File: config.mk
export PLATFORM = sky130hd
export DESIGN_NAME = pifo_pop_collector
export DESIGN_NICKNAME = d
export VERILOG_FILES = /design/src/rtl/pifo_pop_collector_pkg.sv /design/src/rtl/pifo_pop_collector_lane_fifo.sv /design/src/rtl/pifo_pop_collector.sv
export SDC_FILE = /design/constraint.sdc
export NUM_CORES = 1
export LEC_CHECK = 0
export BUFFER_PORTS_ARGS = -buffer_cell sky130_fd_sc_hd__buf_2
export CELL_PAD_IN_SITES_DETAIL_PLACEMENT = 1
export CELL_PAD_IN_SITES_GLOBAL_PLACEMENT = 2
export CORE_AREA = 2 2 259 261
export CTS_CLUSTER_SIZE = 14
export DETAILED_ROUTE_END_ITERATION = 8
export DIE_AREA = 0 0 261 263
export PLACE_DENSITY = 0.57
export RECOVER_POWER = 25
export SLEW_MARGIN = 20
export SYNTH_ARGS = -nofsm -noshare
export SYNTH_HDL_FRONTEND = slang
export SYNTH_SLANG_ARGS = --single-unit
export TNS_END_PERCENT = 20
File: constraint.sdc
create_clock -name i_clk -period 5.3 [get_ports i_clk]
set_input_delay 1.06 -clock i_clk [delete_from_list [all_inputs] [get_ports i_clk]]
set_output_delay 1.06 -clock i_clk [all_outputs]
set_load 0.05 [all_outputs]
File: src/rtl/pifo_pop_collector_pkg.sv
// Shared widths, entry layout and the empty-tree sentinel for the PIFO pop collector.
// Defaults here mirror the top-level parameter defaults.
package pifo_pop_collector_pkg;

   localparam int PTW_DEF        = 16;
   localparam int MTW_DEF        = 0;
   localparam int PLW_DEF        = 8;
   localparam int LEVEL_DEF      = 4;
   localparam int TREE_NUM_DEF   = 4;
   localparam int LANE_DEPTH_DEF = 4;
   localparam int CNT_W_DEF      = 16;

   function automatic int calc_dw(input int mtw, input int ptw, input int plw);
      return mtw + ptw + plw;
   endfunction

   function automatic int calc_tnb(input int tree_num);
      return (tree_num <= 1) ? 1 : $clog2(tree_num);
   endfunction

   localparam int DW_DEF  = calc_dw(MTW_DEF, PTW_DEF, PLW_DEF);
   localparam int TNB_DEF = calc_tnb(TREE_NUM_DEF);

   typedef struct packed {
      logic [TNB_DEF-1:0] tree_id;
      logic [DW_DEF-1:0]  data;
   } pop_entry_t;

   // Wide all-ones constant; users slice it down to their own data width.
   localparam logic [255:0] POP_EMPTY = '1;

endpackage

File: src/rtl/pifo_pop_collector_lane_fifo.sv
// Small per-lane FIFO with show-ahead read data; a write while full is accepted
// when the same cycle also reads.
module pifo_pop_collector_lane_fifo #(
   parameter int W     = 8,
   parameter int DEPTH = 4,
   localparam int AW   = $clog2(DEPTH),
   localparam int CW   = AW + 1
) (
   input  logic          clk,
   input  logic          arst,
   input  logic          wr_en,
   input  logic [W-1:0]  wr_data,
   input  logic          rd_en,
   output logic [W-1:0]  rd_data,
   output logic          full,
   output logic          empty,
   output logic [CW-1:0] count
);

   logic [W-1:0]  mem [DEPTH];
   logic [AW-1:0] wr_ptr_reg;
   logic [AW-1:0] rd_ptr_reg;
   logic [CW-1:0] count_reg;
   logic          do_wr;
   logic          do_rd;

   assign full    = (count_reg == CW'(DEPTH));
   assign empty   = (count_reg == '0);
   assign count   = count_reg;
   assign rd_data = mem[rd_ptr_reg];
   assign do_rd   = rd_en & ~empty;
   assign do_wr   = wr_en & (~full | do_rd);

   // Storage needs no reset: occupancy is tracked entirely by the pointers.
   always_ff @(posedge clk) begin
      if (do_wr) begin
         mem[wr_ptr_reg] <= wr_data;
      end
   end

   always_ff @(posedge clk or posedge arst) begin
      if (arst) begin
         wr_ptr_reg <= '0;
         rd_ptr_reg <= '0;
         count_reg  <= '0;
      end else begin
         if (do_wr) begin
            wr_ptr_reg <= wr_ptr_reg + AW'(1);
         end
         if (do_rd) begin
            rd_ptr_reg <= rd_ptr_reg + AW'(1);
         end
         count_reg <= count_reg + CW'(do_wr) - CW'(do_rd);
      end
   end

endmodule

File: src/rtl/pifo_pop_collector.sv
// Collects per-lane PIFO pop results, drops empty-tree sentinels, buffers each lane
// and round-robin merges them onto one registered valid/ready egress stream.
module pifo_pop_collector
   import pifo_pop_collector_pkg::*;
#(
   parameter int PTW        = PTW_DEF,
   parameter int MTW        = MTW_DEF,
   parameter int PLW        = PLW_DEF,
   parameter int LEVEL      = LEVEL_DEF,
   parameter int TREE_NUM   = TREE_NUM_DEF,
   parameter int LANE_DEPTH = LANE_DEPTH_DEF,
   parameter int CNT_W      = CNT_W_DEF,
   localparam int DW        = calc_dw(MTW, PTW, PLW),
   localparam int TNB       = calc_tnb(TREE_NUM),
   localparam int LW        = $clog2(LEVEL)
) (
   input  logic                 i_clk,
   input  logic                 i_arst,
   input  logic [LEVEL-1:0]     i_is_level0_pop,
   input  logic [LEVEL*DW-1:0]  i_pop_data,
   input  logic [LEVEL*TNB-1:0] i_tree_id,
   output logic [LEVEL-1:0]     o_lane_room,
   output logic                 o_valid,
   input  logic                 i_ready,
   output logic [DW-1:0]        o_data,
   output logic [TNB-1:0]       o_tree_id,
   output logic [LW-1:0]        o_lane,
   output logic [LEVEL-1:0]     o_overflow,
   output logic [CNT_W-1:0]     o_empty_cnt
);

   localparam int EW = TNB + DW;
   localparam int CW = $clog2(LANE_DEPTH) + 1;
   localparam logic [DW-1:0] SENTINEL = POP_EMPTY[DW-1:0];

   logic [LEVEL-1:0] sentinel;
   logic [LEVEL-1:0] sent_hits;
   logic [LEVEL-1:0] wr_en;
   logic [LEVEL-1:0] rd_en;
   logic [LEVEL-1:0] full;
   logic [LEVEL-1:0] empty;
   logic [LEVEL-1:0] drop;
   logic [EW-1:0]    wr_entry [LEVEL];
   logic [EW-1:0]    rd_entry [LEVEL];
   logic [CW-1:0]    count    [LEVEL];

   logic [LW-1:0]    ptr_reg;
   logic             valid_reg;
   logic [DW-1:0]    data_reg;
   logic [TNB-1:0]   tree_reg;
   logic [LW-1:0]    lane_reg;
   logic [LEVEL-1:0] overflow_reg;
   logic [CNT_W-1:0] empty_cnt_reg;
   logic [CNT_W-1:0] empty_cnt_next;
   logic [CNT_W:0]   cnt_sum;

   logic [LW-1:0]    grant;
   logic             grant_found;
   logic             load_en;

   assign load_en = ~valid_reg | i_ready;

   generate
      for (genvar gi = 0; gi < LEVEL; gi++) begin : g_lane
         assign sentinel[gi]    = (i_pop_data[gi*DW +: DW] == SENTINEL);
         assign wr_entry[gi]    = {i_tree_id[gi*TNB +: TNB], i_pop_data[gi*DW +: DW]};
         assign rd_en[gi]       = load_en & grant_found & (grant == LW'(gi));
         assign wr_en[gi]       = i_is_level0_pop[gi] & ~sentinel[gi] & (~full[gi] | rd_en[gi]);
         assign drop[gi]        = i_is_level0_pop[gi] & ~sentinel[gi] & full[gi] & ~rd_en[gi];
         assign sent_hits[gi]   = i_is_level0_pop[gi] & sentinel[gi];
         assign o_lane_room[gi] = (count[gi] <= CW'(LANE_DEPTH - 2));

         pifo_pop_collector_lane_fifo #(
            .W     (EW),
            .DEPTH (LANE_DEPTH)
         ) u_fifo (
            .clk     (i_clk),
            .arst    (i_arst),
            .wr_en   (wr_en[gi]),
            .wr_data (wr_entry[gi]),
            .rd_en   (rd_en[gi]),
            .rd_data (rd_entry[gi]),
            .full    (full[gi]),
            .empty   (empty[gi]),
            .count   (count[gi])
         );
      end
   endgenerate

   // Scan from the far end back toward ptr so the lane closest to ptr wins.
   always_comb begin
      grant       = ptr_reg;
      grant_found = 1'b0;
      for (int k = LEVEL - 1; k >= 0; k--) begin
         if (!empty[ptr_reg + LW'(k)]) begin
            grant       = ptr_reg + LW'(k);
            grant_found = 1'b1;
         end
      end
   end

   always_comb begin
      cnt_sum = {1'b0, empty_cnt_reg};
      for (int k = 0; k < LEVEL; k++) begin
         cnt_sum = cnt_sum + {{CNT_W{1'b0}}, sent_hits[k]};
      end
   end

   assign empty_cnt_next = cnt_sum[CNT_W] ? '1 : cnt_sum[CNT_W-1:0];

   always_ff @(posedge i_clk or posedge i_arst) begin
      if (i_arst) begin
         ptr_reg       <= '0;
         valid_reg     <= 1'b0;
         data_reg      <= '0;
         tree_reg      <= '0;
         lane_reg      <= '0;
         overflow_reg  <= '0;
         empty_cnt_reg <= '0;
      end else begin
         overflow_reg  <= overflow_reg | drop;
         empty_cnt_reg <= empty_cnt_next;
         if (load_en) begin
            valid_reg <= grant_found;
            if (grant_found) begin
               data_reg <= rd_entry[grant][DW-1:0];
               tree_reg <= rd_entry[grant][EW-1:DW];
               lane_reg <= grant;
               ptr_reg  <= grant + LW'(1);
            end
         end
      end
   end

   assign o_valid     = valid_reg;
   assign o_data      = data_reg;
   assign o_tree_id   = tree_reg;
   assign o_lane      = lane_reg;
   assign o_overflow  = overflow_reg;
   assign o_empty_cnt = empty_cnt_reg;

endmodule

==> After elaboration in Yosys (flattened, before gate mapping) <==
Memories as Yosys holds them, arrays and structs flattened.
Cells that the tools add are included.
{ "word_totals": {"n_memories": 4, "latchBits": 0, "rom_bits": 0, "wordCells": 162, "out_inout_bits": 53, "input_bits": 111, "regBits": 79, "ramBits": 416} }
{ "mem_list": {"columns": ["memory", "depth", "width", "read_ports", "rd_clocked_by_memory_dff", "write_ports", "line", "text"], "rows": [
  ["g_lane[0].u_fifo.mem", 4, 26, 1, 0, 1, "pifo_pop_collector_lane_fifo.sv:20", "logic [W-1:0] mem [DEPTH];"],
  ["g_lane[1].u_fifo.mem", 4, 26, 1, 0, 1, "pifo_pop_collector_lane_fifo.sv:20", null],
  ["g_lane[2].u_fifo.mem", 4, 26, 1, 0, 1, "pifo_pop_collector_lane_fifo.sv:20", null],
  ["g_lane[3].u_fifo.mem", 4, 26, 1, 0, 1, "pifo_pop_collector_lane_fifo.sv:20", null]
]} }
{ "classes": {"bitwise": 61, "n_mul": 0, "shifts": 0, "muxes": 28, "reduce_logical": 6, "order_cmp": 9, "div_mod_pow": 0, "n_eq_ne": 11, "add_sub_neg": 24} }
{ "ops": {"columns": ["op", "count"], "rows": [
  ["24-bit == test (second input constant)", 4],
  ["26-bit binary-select mux with 2-bit select", 1],
  ["26-bit two-way mux", 2],
  ["17-bit by 1-bit adder with 17-bit output", 3],
  ["1-bit AND", 33],
  ["2-bit by 1-bit adder with 2-bit output (second input constant)", 10],
  ["16-bit by 1-bit adder with 17-bit output", 1],
  ["1-bit inverter", 17],
  ["1-bit two-way mux", 16],
  ["16-bit two-way mux", 1],
  ["3-bit by 1-bit adder with 3-bit output", 4],
  ["3-bit == test (second input constant)", 4],
  ["3-bit by 2-bit <= comparator with 1-bit output (second input constant)", 4],
  ["3-bit zero test", 4],
  ["2-bit by 3-bit < comparator with 1-bit output (second input constant)", 4],
  ["3-bit by 1-bit subtractor with 3-bit output", 4],
  ["1-bit bitwise OR", 9],
  ["1-bit binary-select mux with 2-bit select", 4],
  ["2-bit two-way mux", 4],
  ["2-bit adder (second input constant)", 2],
  ["2-bit == test (second input constant)", 2],
  ["4-bit bitwise OR", 1],
  ["3-bit >= comparator (second input constant)", 1],
  ["2-bit inverter with 3-bit output", 1],
  ["3 further kinds", 3]
]} }

==> Longest topological paths before layout <==
Gate-level depths: netlist of the first run.
{ "logic_depth": {"ltp_word": 14, "depth_mapped": 13} }

==> Modules after synthesis <==
From an unflattened synthesis of the first run, not the netlist that was laid out.
{ "unflattened": {"hier_cells": 1056, "hier_area_um2": 20221.9} }
{ "by_module_without_submodules": {"columns": ["module", "instances", "area_each_um2", "cells_each", "seq_area_each_um2"], "rows": [
  ["pifo_pop_collector_lane_fifo at g_lane[0].u_fifo ...", 2, 4189.0, 172, 3298.2],
  ["pifo_pop_collector_lane_fifo at g_lane[3].u_fifo", 1, 4216.5, 173, 3298.2],
  ["pifo_pop_collector_lane_fifo at g_lane[2].u_fifo", 1, 4196.5, 172, 3298.2],
  ["pifo_pop_collector", 1, 3430.8, 367, 1276.2]
]} }

==> Worst setup path before layout of the first run <==
Ideal clock, no wire load.
{ "synth_path": {"kind": "input to register", "start": "input port i_ready", "end": "memory g_lane[3].u_fifo.mem[0][0] (netlist bit), enable pin", "slack_ns": 0.985, "path_buffers": 1, "cell_stages": 6, "arrival_ns": 3.868, "path_cell_list": "nand2b_1 -> o21ai_2 -> nand3b_1 -> buf_2 -> o21a_1 -> nor3b_1"} }
{ "synth_via": {"elab_chain_len": 8, "elab_cells_between_ends": 10} }
{ "synth_rtl": {"columns": ["element", "line", "text"], "rows": [
  ["from (decl)", "pifo_pop_collector.sv:24", "input logic i_ready,"],
  ["1-bit bitwise OR *", "pifo_pop_collector.sv:61", "assign load_en = ~valid_reg | i_ready;"],
  ["1-bit AND * (2 in series)", "pifo_pop_collector.sv:67", "assign rd_en[gi] = load_en & grant_found & (grant == LW'(gi));"],
  ["1-bit bitwise OR or 1-bit AND (tied branches)", "pifo_pop_collector.sv:68, pifo_pop_collector_lane_fifo.sv:31", null],
  ["1-bit AND or 1-bit bitwise OR (tied branches)", "pifo_pop_collector.sv:68, pifo_pop_collector_lane_fifo.sv:32", null],
  ["1-bit AND *", "pifo_pop_collector_lane_fifo.sv:32", "assign do_wr = wr_en & (~full | do_rd);"],
  ["1-bit two-way mux *", "pifo_pop_collector_lane_fifo.sv:36", "if (do_wr) begin"],
  ["1-bit two-way mux (implied by the code) *", "pifo_pop_collector_lane_fifo.sv:37", "mem[wr_ptr_reg] <= wr_data;"],
  ["to (decl)", "pifo_pop_collector_lane_fifo.sv:20", null]
]} }
Mark *: on every way between the ends. The rest lies on a longest branch, timed or not.

==> Worst setup path in the final report of the first run <==
{ "layout_path": {"start": "input port i_pop_data[61]", "end": "register empty_cnt_reg[9] (netlist: o_empty_cnt[9])"} }
{ "layout_via": {"elab_chain_len": 5} }
{ "layout_rtl": {"columns": ["element", "line", "text"], "rows": [
  ["from (decl)", "pifo_pop_collector.sv:20", "input logic [LEVEL*DW-1:0] i_pop_data,"],
  ["24-bit == test", "pifo_pop_collector.sv:65", "assign sentinel[gi] = (i_pop_data[gi*DW +: DW] == SENTINEL);"],
  ["1-bit AND", "pifo_pop_collector.sv:70", "assign sent_hits[gi] = i_is_level0_pop[gi] & sentinel[gi];"],
  ["17-bit by 1-bit adder with 17-bit output (2 in series)", "pifo_pop_collector.sv:105", "cnt_sum = cnt_sum + {{CNT_W{1'b0}}, sent_hits[k]};"],
  ["16-bit two-way mux", "pifo_pop_collector.sv:109", "assign empty_cnt_next = cnt_sum[CNT_W] ? '1 : cnt_sum[CNT_W-1:0];"],
  ["via empty_cnt_next[9]", "pifo_pop_collector.sv:54", "logic [CNT_W-1:0] empty_cnt_next;"],
  ["to (signal assigned)", "pifo_pop_collector.sv:122", "empty_cnt_reg <= empty_cnt_next;"],
  ["to (decl)", "pifo_pop_collector.sv:53", "logic [CNT_W-1:0] empty_cnt_reg;"]
]} }
The timed path passes the listed nets, and every way through them passes these cells.
A chain may end at the register's enable or synchronous reset.

==> flow_summary.toml, run 1 <==
[drt]
drt_iter0_markers = 703
drt_wl_total_um = 54450
post-route-drc-count = 0
wire_per_inst_um = 24.73
drt-pass1-iter-count = 5
drtAntennaViolNets = 0
drt-vias-per-instance = 4.945
vias = 10890

[synthesis]
ys_warn_count = 0
synth-compound-area-share_pct = 4.617
yosys.cell_types.count = 55
ys.flop_type = "edfxtp_1"
syn-instance-count = 1089
syn-cell-area_um2 = 20240
synthArstFlopShare_pct = 15.96
yosys.area_share.xor_xnor_pct = 0.9951
synth.area.mux_share_pct = 13.92
synth_top_family_by_area = "multiplexers"
synth_fa_ha_area_share_pct = 2.423
synth_fp_nets = 1235
ys_ff_latch = 495
syn_avg_cell_area_um2 = 18.59
yosys.area_share.simple_pct = 4.679
synth.yosys.seq_area_share_pct = 71.47
synth-edff-count = 416

[pwr]
p_clk_share_pct = 26.6
switching_share_pct = 34.85
p_int_w = 0.009614
powerDensity_nw_per_um2 = 613.7
seq_power_share_pct = 39.6
leakage_nw = 8.411
combPwrFrac_pct = 33.8
max-vdd-ir-drop_mv = 0.2406
power.switching_w = 0.005143

[place]
dpl.hpwl_um = 36000
port_buffers = 163
gp_congestion = 0.7287
preCtsSetupSlack_ns = 0.1784

[worst_setup_path]
critPathKind = "input port to register"
cp-end-kind = "register"
cpPeakStageDelay_ns = 0.66
critPathMostFrequentCell = "fa_1"
reg2reg_depth = 11
crit_arrival_ns = 4.97
required_ns = 5.78
worstReg2RegStart = "g_lane[2].u_fifo.count[0]"
rrSetupSlack_ns = 1.42
cp_slowest_cell = "fa_1"
crit_chain = "clkbuf_1, nand4_1, nor4_1, nand3_1, fa_1, inv_1, fa_1, fa_1, and3_1, and4_1, nand4_1, buf_4, nand2_1"
cp-start-kind = "input port"
r2r-end = "g_lane[3].u_fifo.count[2]"
crit_start = "i_pop_data[61]"
path_max_fanout = 7

[clock_tree]
clkLatencyLatePin_ns = 0.60
cts_tree = "built"
cts_buffers = 55
h-tree-depth = 2
cts-resized-gates = 0
post_cts_buffers = 0
root_buffer = "clkbuf_16"
path_clk_slew_ns = 0.06
cts_sinks = 495
clock_path_buffers = 3
postCtsHoldBufs = 0

[timing]
fin_skew_ns = 0.01748
slew_headroom_pct = 33.12
layout_setup_ws_ns = 0.8142
hold_ws_ns = 0.4544
setup_violations = 0
fin_crit_ns = 4.486
rsz0062_at_grt = "no"
setup_tns_ns = 0
slew_violations = 0
tightest_slew_ns = 1.003
fmax_ghz = 0.2229
fin_crit_sh_pct = 84.64
finalHoldViolCount = 0

[floorplanning]
core_region_area_um2 = 65630
io_pins = 164
num_rows = 94
die-area_um2 = 68640
initial_core_util_pct = 30.85
fp.dieH_um = 263
die_w_um = 261

[global_routing]
grt_antenna_before_repair = 4
grt_pass1_vias = 11560
grt.overflow.total = 0
grt_use_total_pct = 15.93
grt_start_max_net_pins = 44
grt_pass1_wl_um = 80500

[layout]
final_nets = 1438
final_common_cell = "edfxtp_1"
area_growth_syn_to_layout_pct = 18.77
drive_gt1_share_pct = 28.44
mostFrequentLayoutCells = "edfxtp_1 (416), mux4_2 (104), buf_2 (93)"
largest_register_ffs = 416
n_fill_cell = 6614
top_register = "g_lane.u_fifo.mem"

[min_path]
holdCritStartpoint = "o_overflow[2]"
hold_end = "o_overflow[2]"
hold_class = "register to register"
hold_path_depth = 1

[run]
cap_violations = 0

[run_status]
status = "finished clean"
kinds of logic (layout without fill, tap and decap cells):
group,after synthesis,after routing
buffers and inverters,90,337
XOR/XNOR,23,23
AND/OR/NAND/NOR,175,175
adder cells (fa/ha/maj),35,35
flip-flops,495,495
other,0,2
multiplexers,139,139
AO/OA/AOI/OAI,132,132
per-stage QoR:
step	area [um2]	util, %	total power [W]	instances
2_1_floorplan	20240	-	0.009322	1089
3_3_place_gp	22250	33.91	0.01098	2099
3_5_place_dp	22250	33.91	0.01107	2099
4_1_cts	24120	36.76	0.01506	2200
5_1_grt	24040	36.63	0.01555	2201
6_report	24040	36.64	0.01476	2202
per-layer routing:
metal / vias up / GRT usage (%) / wire length [um]
met5: - / 0 / 14
met4: 2 / 3.870 / 1019
met1: 5787 / 22.59 / 24710
li1: 4806 / - / -
met2: 222 / 25.31 / 26070
met3: 71 / 2.917 / 2640
cells in the mapped netlist, types with 10 or more instances:
cell type | count | area [um2]
a21oi_1 | 34 | 170.2
a221o_1 | 26 | 260.3
buf_2 | 18 | 90.09
clkbuf_1 | 27 | 101.4
dfrtp_1 | 79 | 1977
edfxtp_1 | 416 | 12490
ha_1 | 28 | 350.3
inv_1 | 39 | 146.4
mux2_4 | 24 | 360.4
mux4_2 | 104 | 2342
nand2_1 | 34 | 127.6
nand3_1 | 34 | 170.2
nand4_1 | 29 | 181.4
nor2_1 | 25 | 93.84
nor3b_1 | 13 | 97.59
o211ai_1 | 10 | 75.07
o21ai_0 | 29 | 145.1
xnor2_1 | 13 | 113.9
xor2_1 | 10 | 87.58
worst max-delay path by stage:
| stage | cells after the start | slack [ns] | end |
|---|---|---|---|
| CTS | 13 | 0.81 | o_empty_cnt[9] |
| detailed placement | 13 | 0.18 | o_empty_cnt[9] |
| finish | 13 | 0.81 | o_empty_cnt[9] |
| floorplan | 6 | 0.98 | g_lane[3].u_fifo.mem[0][0] |
| global placement | 13 | 0.26 | o_empty_cnt[5] |
| global route | 13 | 0.53 | o_empty_cnt[5] |
power groups by stage:
stage | sequential, W | combinational [W] | clock (W)
6_report | 0.00584 | 0.00499 | 0.00393
5_1_grt | 0.00597 | 0.00540 | 0.00418
4_1_cts | 0.00588 | 0.00513 | 0.00405
3_5_place_dp | 0.00595 | 0.00512 | 0
3_3_place_gp | 0.00592 | 0.00506 | 0
2_1_floorplan | 0.00594 | 0.00338 | 0
worst max-delay path, delay by kind of cell:
| family | cells | cell delay [ns] |
|---|---|---|
| simple gates | 7 | 1.85 |
| buf+inv | 3 | 0.46 |
| fa+ha+maj | 3 | 1.58 |
final cells by class:
| cell class | instances | area [um2] | area share, % |
|---|---|---|---|
| clock inverters | 30 | 364.1 | 1.514 |
| multi-input cells | 504 | 5478 | 22.78 |
| flip-flops and latches | 495 | 14480 | 60.21 |
| well taps | 864 | 1081 | 4.496 |
| repair buffers | 197 | 983.4 | 4.090 |
| diodes | 2 | 5.005 | 0.02081 |
| inverters | 39 | 148.9 | 0.6192 |
| clock buffers | 71 | 1506 | 6.265 |
Power figures use the tool's default switching activity.
==> run 2, diff against run 1 <==
Clock period 5.3 ns to 4.6 ns, I/O delays scaled along.
==> flow_summary.toml, run 2 (synthesized netlist as in run 1, its figures left out) <==
[timing]
layout_setup_ws_ns = 0.5740
slew_violations = 0
finalHoldViolCount = 0
tightest_slew_ns = 1.010
fin_skew_ns = 0.01706
fmax_ghz = 0.2484
fin_crit_sh_pct = 87.52
setup_violations = 0
slew_headroom_pct = 32.65
rsz0062_at_grt = "no"
fin_crit_ns = 4.026

[drt]
drt_iter0_markers = 703
drt_wl_total_um = 54010
drt-pass1-iter-count = 5
drtAntennaViolNets = 0
post-route-drc-count = 0
drt-vias-per-instance = 4.921
vias = 10880
wire_per_inst_um = 24.44

[worst_setup_path]
path_delay_family = "simple AND/OR/NAND/NOR gates"
required_ns = 5.09
cp-start-kind = "input port"
critPathKind = "input port to register"
critPathMostFrequentCell = "fa_1"
worst-path-buf-inv = 3
path_max_fanout = 8
crit_arrival_ns = 4.52
crit_chain = "clkbuf_1, nand4_1, nor4_1, nand3_1, fa_1, inv_1, fa_1, fa_1, and3_1, and4_1, nand4_1, buf_4, nand2_1"
cp-end-kind = "register"
cpPeakStageDelay_ns = 0.64
cp_slowest_cell = "fa_1"

[layout]
final_common_cell = "edfxtp_1"
drive_gt1_share_pct = 28.46
multi_input_area_um2 = 5478
largest_register_ffs = 416
regArea_um2 = 14480
top_register = "g_lane.u_fifo.mem"
final_nets = 1443
mostFrequentLayoutCells = "edfxtp_1 (416), mux4_2 (104), buf_2 (93)"
area_growth_syn_to_layout_pct = 18.76
n_fill_cell = 6582

[floorplanning]
core_region_area_um2 = 65630
num_rows = 94
die-area_um2 = 68640
die_w_um = 261
io_pins = 164
initial_core_util_pct = 30.85
fp.dieH_um = 263

[run_status]
status = "finished clean"

[clock_tree]
postCtsHoldBufs = 0
post_cts_buffers = 0
clock_path_buffers = 3
h-tree-depth = 2
cts-resized-gates = 0
cts_buffers = 55
cts_sinks = 495
cts_tree = "built"
path_clk_slew_ns = 0.06
clkLatencyLatePin_ns = 0.61
root_buffer = "clkbuf_16"

[global_routing]
grt_pass1_vias = 11760
grt_antenna_before_repair = 7
grt_pass1_wl_um = 80740
grtUsageMet2_pct = 25.27
grt_start_max_net_pins = 52
met1_usage_pct = 22.72
grt_busiest_layer = "met2"
grt.overflow.total = 0
grt_use_total_pct = 15.97
grtUsageMet3_pct = 2.860

[pwr]
powerDensity_nw_per_um2 = 702.4
fin_total_pwr_w = 0.01689
max-vdd-ir-drop_mv = 0.3581
leakage_nw = 8.401

[place]
preCtsSetupSlack_ns = -0.02253
port_buffers = 163
gp_congestion = 0.7158
dpl.hpwl_um = 36130

[run]
cap_violations = 0

[min_path]
hold_class = "input port to asynchronous set/reset pin"
-- run 2: area by class of cell --
class                   count  share of cell area, %
multi-input cells         504                  22.78
clock buffers              70                  6.214
flip-flops and latches    495                  60.21
diodes                      4                0.04163
repair buffers            202                  4.247
inverters                  39                 0.6193
well taps                 864                  4.497
clock inverters            32                  1.384
-- run 2: path summary, 6_finish.rpt --
path	slack [ns]	to	depth (start not counted)	startpoint
min in group i_clk	0.47	o_lane[0]	1	o_lane[0]
max reg2reg	1.17	g_lane[0].u_fifo.count[2]	13	g_lane[2].u_fifo.count[0]
max in group asynchronous	3.22	g_lane[3].u_fifo.count[0]	3	i_arst
min	0.45	o_data[20]	2	i_arst
max	0.57	o_empty_cnt[8]	13	i_pop_data[61]
min reg2reg	0.47	o_lane[0]	1	o_lane[0]
-- run 2: layer usage --
layer	share of wire [%]	vias up
met5	0.046	-
met4	1.5	4
met3	5.0	66
met2	48	231
met1	46	5756
li1	-	4819
-- run 2: power breakdown --
| group | internal [W] | switching, W | leakage (nW) | total [W] |
|---|---|---|---|---|
| Combinational | 0.00237 | 0.00329 | 2.76 | 0.00566 |
| Sequential | 0.00600 | 0.000806 | 4.77 | 0.00680 |
| Clock | 0.00263 | 0.00180 | 0.877 | 0.00443 |
| Total | 0.0110 | 0.00589 | 8.40 | 0.0169 |
-- run 2: through the flow --
stage	hold WS, ns	utilization, %	TNS (ns)	cells	cell area (um2)
floorplan	0.5374	-	0	1089	20240
global placement	0.4642	33.97	0	2104	22290
detailed placement	0.4630	33.97	-0.09195	2104	22290
CTS	0.4742	36.75	0	2206	24120
global route	0.4961	36.63	0	2208	24040
finish	0.4537	36.63	0	2210	24040
==> run 3, diff against run 2 <==
Settings changed: REMOVE_ABC_BUFFERS from default to 1.
==> flow_summary.toml, run 3 (synthesized netlist as in run 1, its figures left out) <==
[floorplanning]
die_w_um = 261
core_region_area_um2 = 65630
num_rows = 94
io_pins = 164
initial_core_util_pct = 30.85
fp.dieH_um = 263
die-area_um2 = 68640

[pwr]
seq_power_share_pct = 40.8
leakage_nw = 8.402
max-vdd-ir-drop_mv = 0.3745
switching_share_pct = 35.22
fin_total_pwr_w = 0.01684
p_int_w = 0.01091
combPwrFrac_pct = 33.3
powerDensity_nw_per_um2 = 701.5
p_clk_share_pct = 25.9
power.switching_w = 0.005933

[drt]
post-route-drc-count = 0
drtAntennaViolNets = 0
wire_per_inst_um = 24.28
drt-vias-per-instance = 4.915
vias = 10890
drt_iter0_markers = 644
drt_wl_total_um = 53790
drt-pass1-iter-count = 5

[clock_tree]
clkLatencyLatePin_ns = 0.61
cts-resized-gates = 0
cts_sinks = 495
root_buffer = "clkbuf_16"
cts_tree = "built"
cts_buffers = 56
path_clk_slew_ns = 0.06
post_cts_buffers = 0
postCtsHoldBufs = 0
clock_path_buffers = 3
h-tree-depth = 2

[place]
preCtsSetupSlack_ns = 0.1722
place_area_um2 = 22300
dpl.hpwl_um = 35950
gp_congestion = 0.7384
dp.cells = 2107
port_buffers = 163

[worst_setup_path]
cpPeakStageDelay_ns = 0.57
path_max_fanout = 7
required_ns = 5.08
critPathMostFrequentCell = "fa_1"
rrSetupSlack_ns = 1.29
cp-end-kind = "register"
cp-start-kind = "input port"
crit_chain = "clkbuf_1, nand4_1, nor4_1, buf_4, nand3_1, fa_1, inv_1, fa_1, fa_1, and3_1, and4_1, nand4_1, buf_4, o21ai_0"
cp_slowest_cell = "fa_1"
critPathKind = "input port to register"
crit_arrival_ns = 4.35
reg2reg_depth = 10

[timing]
fin_crit_ns = 3.871
fin_skew_ns = 0.02965
slew_violations = 0
fin_crit_sh_pct = 84.14
slew_headroom_pct = 33.38
finalHoldViolCount = 0
tightest_slew_ns = 0.9994
setup_violations = 0
fmax_ghz = 0.2584
rsz0062_at_grt = "no"
layout_setup_ws_ns = 0.7294

[run_status]
status = "finished clean"

[global_routing]
grt_pass1_vias = 11710
grt_use_total_pct = 15.87
grt_start_max_net_pins = 67
grt_pass1_wl_um = 80230
grt.overflow.total = 0
grt_antenna_before_repair = 9

[run]
cap_violations = 0

[layout]
top_register = "g_lane.u_fifo.mem"
mostFrequentLayoutCells = "edfxtp_1 (416), mux4_2 (104), buf_2 (91)"
largest_register_ffs = 416
final_nets = 1447
post-route-cell-area_um2 = 24010
area_growth_syn_to_layout_pct = 18.61
instances_no_fill = 2215
final_common_cell = "edfxtp_1"
utilization_pct = 36.59
drive_gt1_share_pct = 28.19

[min_path]
hold_path_depth = 1
hold_class = "register to register"
## run 3: cell types whose count changed in the layout (fill, tap and decap cells not counted), moves of 2 or more
| cell | delta |
|---|---|
| clkinv_2 | +2 |
| inv_6 | +2 |
| clkbuf_1 | +3 |
| clkinv_1 | +5 |
| buf_4 | +3 |
| buf_2 | -2 |
| clkbuf_8 | -4 |
| clkinvlp_4 | -3 |
## run 3: power groups by stage
stage / logic (W) / clock network [W] / registers, W
3_3_place_gp: 0.00569 / 0 / 0.00697
6_report: 0.00560 / 0.00437 / 0.00687
5_1_grt: 0.00607 / 0.00467 / 0.00705
2_1_floorplan: 0.00339 / 0 / 0.00719
3_5_place_dp: 0.00574 / 0 / 0.00703
4_1_cts: 0.00575 / 0.00451 / 0.00694
## run 3: worst max-delay path: cells and delay by family
| kind | cells | cell delay, ns |
|---|---|---|
| adders and majority gates | 3 | 1.50 |
| buffers and inverters | 4 | 0.60 |
| and+or+nand+nor | 6 | 1.25 |
| AOI/OAI and AO/OA | 1 | 0.08 |
## run 3: cell type report
type / instances / area (um2)
Clock inverter: 38 / 349.1
Sequential cell: 495 / 14480
Multi-Input combinational cell: 504 / 5463
Antenna cell: 3 / 7.507
Clock buffer: 67 / 1443
Fill cell: 6638 / 41620
Timing Repair Buffer: 205 / 1041
Tap cell: 864 / 1081
Inverter: 39 / 148.9
## run 3: final timing paths
| check | startpoint | to |
|---|---|---|
| min | o_overflow[1] | o_overflow[1] |
| max | i_pop_data[62] | o_empty_cnt[6] |
| min reg2reg | o_overflow[1] | o_overflow[1] |
| max in group asynchronous | i_arst | o_empty_cnt[1] |
| min in group asynchronous | i_arst | o_empty_cnt[12] |
| max reg2reg | g_lane[1].u_fifo.count[1] | g_lane[0].u_fifo.count[2] |
## run 3: per-stage QoR
stage / hold slack [ns] / setup TNS (ns)
2_1_floorplan: 0.5374 / -107.14
3_3_place_gp: 0.4516 / 0
3_5_place_dp: 0.4495 / 0
4_1_cts: 0.4628 / 0
5_1_grt: 0.4858 / 0
6_report: 0.4554 / 0
## run 3: per-layer routing
| metal | track usage, % | wire length, um | share of wire, % | up-vias |
|---|---|---|---|---|
| li1 | - | - | - | 4827 |
| met1 | 22.70 | 24900 | 46 | 5764 |
| met2 | 24.76 | 25350 | 47 | 210 |
| met3 | 2.946 | 2377 | 4.4 | 79 |
| met4 | 4.269 | 1114 | 2.1 | 6 |
| met5 | 0 | 36 | 0.067 | - |
